$ cat src/rtl/pio_pkg.sv
// Shared PIO definitions: address type, counter width,
// and the per-edge PC update kinds.
package pio_pkg;

   localparam int PIO_ADDR_W     = 5;
   localparam int PIO_WRAP_CNT_W = 8;

   typedef logic [PIO_ADDR_W-1:0] pio_addr_t;

   typedef enum logic [2:0] {
      PC_RESTART,
      PC_JUMP,
      PC_WRAP,
      PC_INC,
      PC_HOLD
   } pc_upd_e;

endpackage

$ cat src/rtl/pio_pc_channel.sv
// One PIO program counter with wrap window, jump, stall, restart.
// Optional wrap counter when PIO_PC_WRAP_CNT_EN is defined.
module pio_pc_channel
   import pio_pkg::*;
#(
   parameter int ADDR_W = PIO_ADDR_W
) (
   input  logic              clk,
   input  logic              rst_n,
   input  logic [ADDR_W-1:0] wrap_top,
   input  logic [ADDR_W-1:0] wrap_bottom,
   input  logic              wrap_en,
   input  logic [ADDR_W-1:0] jump,
   input  logic              jump_en,
   input  logic              pc_en,
   input  logic              restart,
`ifdef PIO_PC_WRAP_CNT_EN
   output logic [PIO_WRAP_CNT_W-1:0] wrap_cnt,
`endif
   output logic [ADDR_W-1:0] pc,
   output logic              wrapped
);

   pc_upd_e           upd;
   logic [ADDR_W-1:0] pc_d, pc_q;
   logic              wrapped_d, wrapped_q;

   // Pick the highest-priority update for this edge.
   always_comb begin
      upd = PC_HOLD;
      if (restart)
         upd = PC_RESTART;
      else if (pc_en && jump_en)
         upd = PC_JUMP;
      else if (pc_en && wrap_en && (pc_q == wrap_bottom))
         upd = PC_WRAP;
      else if (pc_en)
         upd = PC_INC;
   end

   // Next PC and wrap pulse from the chosen update.
   always_comb begin
      pc_d      = pc_q;
      wrapped_d = 1'b0;
      unique case (upd)
         PC_RESTART: pc_d = wrap_top;
         PC_JUMP:    pc_d = jump;
         PC_WRAP: begin
            pc_d      = wrap_top;
            wrapped_d = 1'b1;
         end
         PC_INC:     pc_d = pc_q + ADDR_W'(1);
         default:    pc_d = pc_q;
      endcase
   end

   // PC and wrap-pulse registers.
   always_ff @(posedge clk or negedge rst_n) begin
      if (!rst_n) begin
         pc_q      <= '0;
         wrapped_q <= 1'b0;
      end else begin
         pc_q      <= pc_d;
         wrapped_q <= wrapped_d;
      end
   end

   assign pc      = pc_q;
   assign wrapped = wrapped_q;

`ifdef PIO_PC_WRAP_CNT_EN
   logic [PIO_WRAP_CNT_W-1:0] cnt_d, cnt_q;

   // Saturating wrap count; restart clears it even on a wrap edge.
   always_comb begin
      cnt_d = cnt_q;
      if (upd == PC_RESTART)
         cnt_d = '0;
      else if ((upd == PC_WRAP) && (cnt_q != '1))
         cnt_d = cnt_q + PIO_WRAP_CNT_W'(1);
   end

   // Wrap counter register.
   always_ff @(posedge clk or negedge rst_n) begin
      if (!rst_n)
         cnt_q <= '0;
      else
         cnt_q <= cnt_d;
   end

   assign wrap_cnt = cnt_q;
`endif

endmodule

$ cat src/rtl/pio_pc_bank.sv
// Bank of independent PIO program counters, one per state machine.
// Optional output wrap_cnt when PIO_PC_WRAP_CNT_EN is defined.
module pio_pc_bank
   import pio_pkg::*;
#(
   parameter int NUM_SM = 4,
   parameter int ADDR_W = PIO_ADDR_W
) (
   input  logic                     clk,
   input  logic                     rst_n,
   input  logic [NUM_SM*ADDR_W-1:0] wrap_top,
   input  logic [NUM_SM*ADDR_W-1:0] wrap_bottom,
   input  logic [NUM_SM-1:0]        wrap_en,
   input  logic [NUM_SM*ADDR_W-1:0] jump,
   input  logic [NUM_SM-1:0]        jump_en,
   input  logic [NUM_SM-1:0]        pc_en,
   input  logic [NUM_SM-1:0]        restart,
`ifdef PIO_PC_WRAP_CNT_EN
   output logic [NUM_SM*PIO_WRAP_CNT_W-1:0] wrap_cnt,
`endif
   output logic [NUM_SM*ADDR_W-1:0] pc,
   output logic [NUM_SM-1:0]        wrapped
);

   for (genvar i = 0; i < NUM_SM; i++) begin : g_ch
      pio_pc_channel #(
         .ADDR_W(ADDR_W)
      ) u_ch (
         .clk        (clk),
         .rst_n      (rst_n),
         .wrap_top   (wrap_top[i*ADDR_W +: ADDR_W]),
         .wrap_bottom(wrap_bottom[i*ADDR_W +: ADDR_W]),
         .wrap_en    (wrap_en[i]),
         .jump       (jump[i*ADDR_W +: ADDR_W]),
         .jump_en    (jump_en[i]),
         .pc_en      (pc_en[i]),
         .restart    (restart[i]),
`ifdef PIO_PC_WRAP_CNT_EN
         .wrap_cnt   (wrap_cnt[i*PIO_WRAP_CNT_W +: PIO_WRAP_CNT_W]),
`endif
         .pc         (pc[i*ADDR_W +: ADDR_W]),
         .wrapped    (wrapped[i])
      );
   end

endmodule

$ cat config.mk
export PLATFORM = sky130hd
export DESIGN_NAME = pio_pc_bank
export DESIGN_NICKNAME = d
export VERILOG_FILES = /design/src/rtl/pio_pkg.sv /design/src/rtl/pio_pc_channel.sv /design/src/rtl/pio_pc_bank.sv
export SDC_FILE = /design/constraint.sdc
export NUM_CORES = 1
export LEC_CHECK = 0
export CORE_MARGIN = 5
export CORE_UTILIZATION = 37
export CTS_CLUSTER_SIZE = 30
export DETAILED_ROUTE_END_ITERATION = 8
export GPL_TIMING_DRIVEN = 0
export PLACE_DENSITY = 0.88
export SKIP_CTS_REPAIR_TIMING = 1
export SYNTH_ARGS = -nofsm -noshare
export SYNTH_HDL_FRONTEND = slang
export SYNTH_SLANG_ARGS = --single-unit
export TNS_END_PERCENT = 50
$ cat constraint.sdc
create_clock -name clk -period 1.5 [get_ports clk]
set_input_delay 0.375 -clock clk [delete_from_list [all_inputs] [get_ports clk]]
set_output_delay 0.375 -clock clk [all_outputs]
set_load 0.01 [all_outputs]
==> flow_summary.yaml, run 1 <==
worst_hold_path:
  worstHoldPathType: "in2async"
power_and_ir_drop:
  power.leakage_nw: 1.73
  power.switching_fraction_pct: 32.0
  clock_power_share_pct: 19.6
  post-layout-total-power_mw: 2.20
  p_int_mw: 1.50
  irDropWorstVdd_mv: 0.422
  power.switching_mw: 0.704
  power.sequential.fraction_pct: 37.7
  power_frac_comb_pct: 42.6
  power.density_cell_area_nw_per_um2: 632
route:
  final_wirelength_mm: 6.85
  via_count: 2301
  post_drt_via_cell_ratio: 5.35
  antenna_left: 0
  detail_route.drc_violations: 0
  wire_per_inst_um: 15.9
  detailedRoute.firstIterationViolations: 105
  detailedRoute.firstPassIterationCount: 4
die:
  die_h_um: 83.7
  dieArea_um2: 7010
  starting_density_pct: 38.6
  site_row_count: 26
  placeable_core_area_um2: 5200
  io-pin-count: 102
  fp.dieW_um: 83.7
synth:
  syn-mean-instance-area_um2: 8.34
  synth-edff-count: 0
  post_synth_instance_area_um2: 2010
  ys_ff_latch: 24
  yosys_warnings: 0
  synth_top_flop_cell: "dfrtp_1"
  netlist-cell-type-count: 45
  fraction_of_registers_with_async_set_reset_pct: 100
  synthesized_netlist_cell_count: 241
  synth_fp_nets: 323
  sequential_element_share_of_the_synthesized_area_pct: 29.9
cts:
  cts-htree-levels: 1
  clock_path_buffers: 2
  tritoncts: "yes"
  clockRootBuffer: "clkbuf_8"
  cts_sinks: 24
  tritoncts_buffers: 3
  clk_latency_ns: 0.26
  clock_pin_slew_on_the_worst_setup_and_hold_paths_ns: 0.09
worst_setup_path:
  critPathLaunchType: "input port"
  critical_path_class: "in2reg"
  cp.required_ns: 1.65
  path_max_fanout: 7
  crit-reg2reg-capture: "g_ch[2].u_ch.pc[4]"
  setup.reg_to_reg.worst_slack_ns: -0.45
  worst_r2r_startpoint: "g_ch[2].u_ch.pc[0]"
  r2r.worst_path.cells: 5
  end_kind: "flip-flop"
  worst_ep_arrival_time_ns: 2.11
timing:
  timing.setup.tns_ns: -3.93
  finalHoldViolations: 0
  layout_setup_ws_ns: -0.458
  slew_headroom_pct: 26.1
  grt_setup_unrepaired: "yes"
  final_max_slew_viol_count: 0
  final_min_period_over_clock_period_pct: 131
  max_freq_mhz: 511
  period_minus_slack_ns: 1.96
  transition_time_at_the_pin_with_the_least_slew_margin_ns: 1.11
  setup_violations: 20
  post_route_hold_slack_ns: 0.318
  fin_skew_ns: 0.00298
run:
  cap_viol_max_count: 0
placed_design:
  routabilityCongestion: 0.857
  placement.io_buffers: 96
  dp_hpwl_mm: 4.88
  post_dp_cell_area_um2: 3070
global_routing:
  antenna_found_initial: 0
  aggregate_global_route_resource_usage_pct: 15.6
  grt_first_pass_wirelength_mm: 9.45
  globalRouteOverflowTotal: 0
  grt_pass1_vias: 2121
  maximum_number_of_pins_on_one_net_before_global_route_repair: 25
status:
  violations: "setup timing"
  status: "finished, violations left"
cells_and_area:
  area.growth.synth_to_final_pct: 73.3
  post_route_cells_drive_above_1_share_pct: 21.7
  n_fill_cell: 425
  stdcell_area_um2: 3480
  nets: 443
  antenna_cells_inserted: 0
## power by group through the flow
stage / clock (mW) / combinational, mW / sequential, mW
after global routing: 0.475 / 1.02 / 0.843
after global placement: 0 / 0.817 / 0.835
after CTS: 0.441 / 0.850 / 0.824
final: 0.432 / 0.939 / 0.831
after detailed placement: 0 / 0.845 / 0.837
after floorplan: 0 / 0.395 / 0.843
## cell type report
type,count,area (um^2),area share (%)
sequential,24,622,17.8
buffer,16,114,3.27
timing repair buffer,116,1200,34.5
clock buffer,4,55.1,1.58
tap,70,87.6,2.51
multi-input combinational,192,1380,39.5
inverter,8,30.0,0.862
## metal layers
layer / GRT usage (%) / part of all wire (%) / routed length, um
met5: 0 / 0 / 0
met4: 3.36 / 0.92 / 63
met3: 3.85 / 5.4 / 373
met2: 27.9 / 53 / 3640
met1: 18.9 / 40 / 2760
## registers in the layout (all words and copies together) (netlist names)
register and cells:
g_ch.u_ch.wrapped 4, g_ch.u_ch.pc 20
## placed cells by master, fill, tap and decap left out, drive strengths merged, types with 2 or more instances in the layout
master | Yosys | layout
a21o | 2 | 2
a21oi | 19 | 19
a221o | 3 | 3
a31oi | 6 | 6
a32oi | 3 | 3
a41oi | 2 | 2
buf | 9 | 33
clkbuf | 8 | 12
clkdlybuf4s50 | 0 | 52
dfrtp | 24 | 24
dlymetal6s2s | 0 | 39
ha | 4 | 4
inv | 8 | 8
mux2i | 4 | 4
nand2 | 26 | 26
nand2b | 6 | 6
nand3 | 19 | 19
nand3b | 3 | 3
nand4 | 2 | 2
nor2 | 6 | 6
nor2b | 6 | 6
nor3 | 13 | 13
nor3b | 2 | 2
nor4 | 2 | 2
o211ai | 3 | 3
o21ai | 6 | 6
o22a | 3 | 3
o22ai | 6 | 6
or2 | 4 | 4
xnor2 | 20 | 20
xor2 | 10 | 10
## Yosys cell counts (4+ instances only)
master    instances  area, um^2
a21oi_1          19        95.1
a31oi_1           6        37.5
buf_4             4        30.0
clkbuf_1          8        30.0
dfrtp_1          24         601
ha_1              4        50.1
inv_1             8        30.0
mux2i_1           4        40.0
nand2_1          26        97.6
nand2b_1          6        37.5
nand3_1          19        95.1
nor2_1            6        22.5
nor2b_1           6        37.5
nor3_1           13        65.1
o21ai_0           6        30.0
o22ai_1           6        37.5
or2_2             4        25.0
xnor2_1          19         166
xor2_1           10        87.6
## metrics by stage
stage	utilization (%)	std cells	worst slack [ns]
after floorplan	-	241	-0.253
after global placement	59.0	407	-0.729
after detailed placement	59.0	407	-0.817
after CTS	60.1	411	-0.545
after global routing	66.9	430	-0.525
final	66.9	430	-0.458
## logic make-up after synthesis
kind of cell,after synthesis,synth area share [%]
and+or+nand+nor,93,24.5
AOI/OAI and AO/OA,61,20.3
xor gates and xnor gates,30,13.4
buffers and inverters,25,7.40
DFF,24,29.9
muxes,4,1.99
adders and majority gates,4,2.49
## how the worst max path moves through the flow
stage                       start            endpoint  slack (ns)
2_1_floorplan  g_ch[2].u_ch.pc[4]  g_ch[2].u_ch.pc[4]       -0.25
3_3_place_gp      wrap_bottom[14]  g_ch[2].u_ch.pc[4]       -0.73
3_5_place_dp      wrap_bottom[14]  g_ch[2].u_ch.pc[4]       -0.82
4_1_cts           wrap_bottom[14]  g_ch[2].u_ch.pc[4]       -0.54
5_1_grt        g_ch[2].u_ch.pc[0]  g_ch[2].u_ch.pc[4]       -0.53
6_report          wrap_bottom[14]  g_ch[2].u_ch.pc[4]       -0.46
## critical path: stages
cell             delay (ns)
clkdlybuf4s50_1        0.42
xor2_1                 0.18
nor4_2                 0.28
nand4b_4               0.20
o31a_1                 0.37
o221a_1                0.28
No activity file was read; power rests on OpenSTA's default activity.
==> run 2: changes to the inputs <==
Settings changed: HOLD_SLACK_MARGIN set to 0.08.
==> results of run 2 <==
No change in the layout: final DEF, timing and power equal those of run 1.
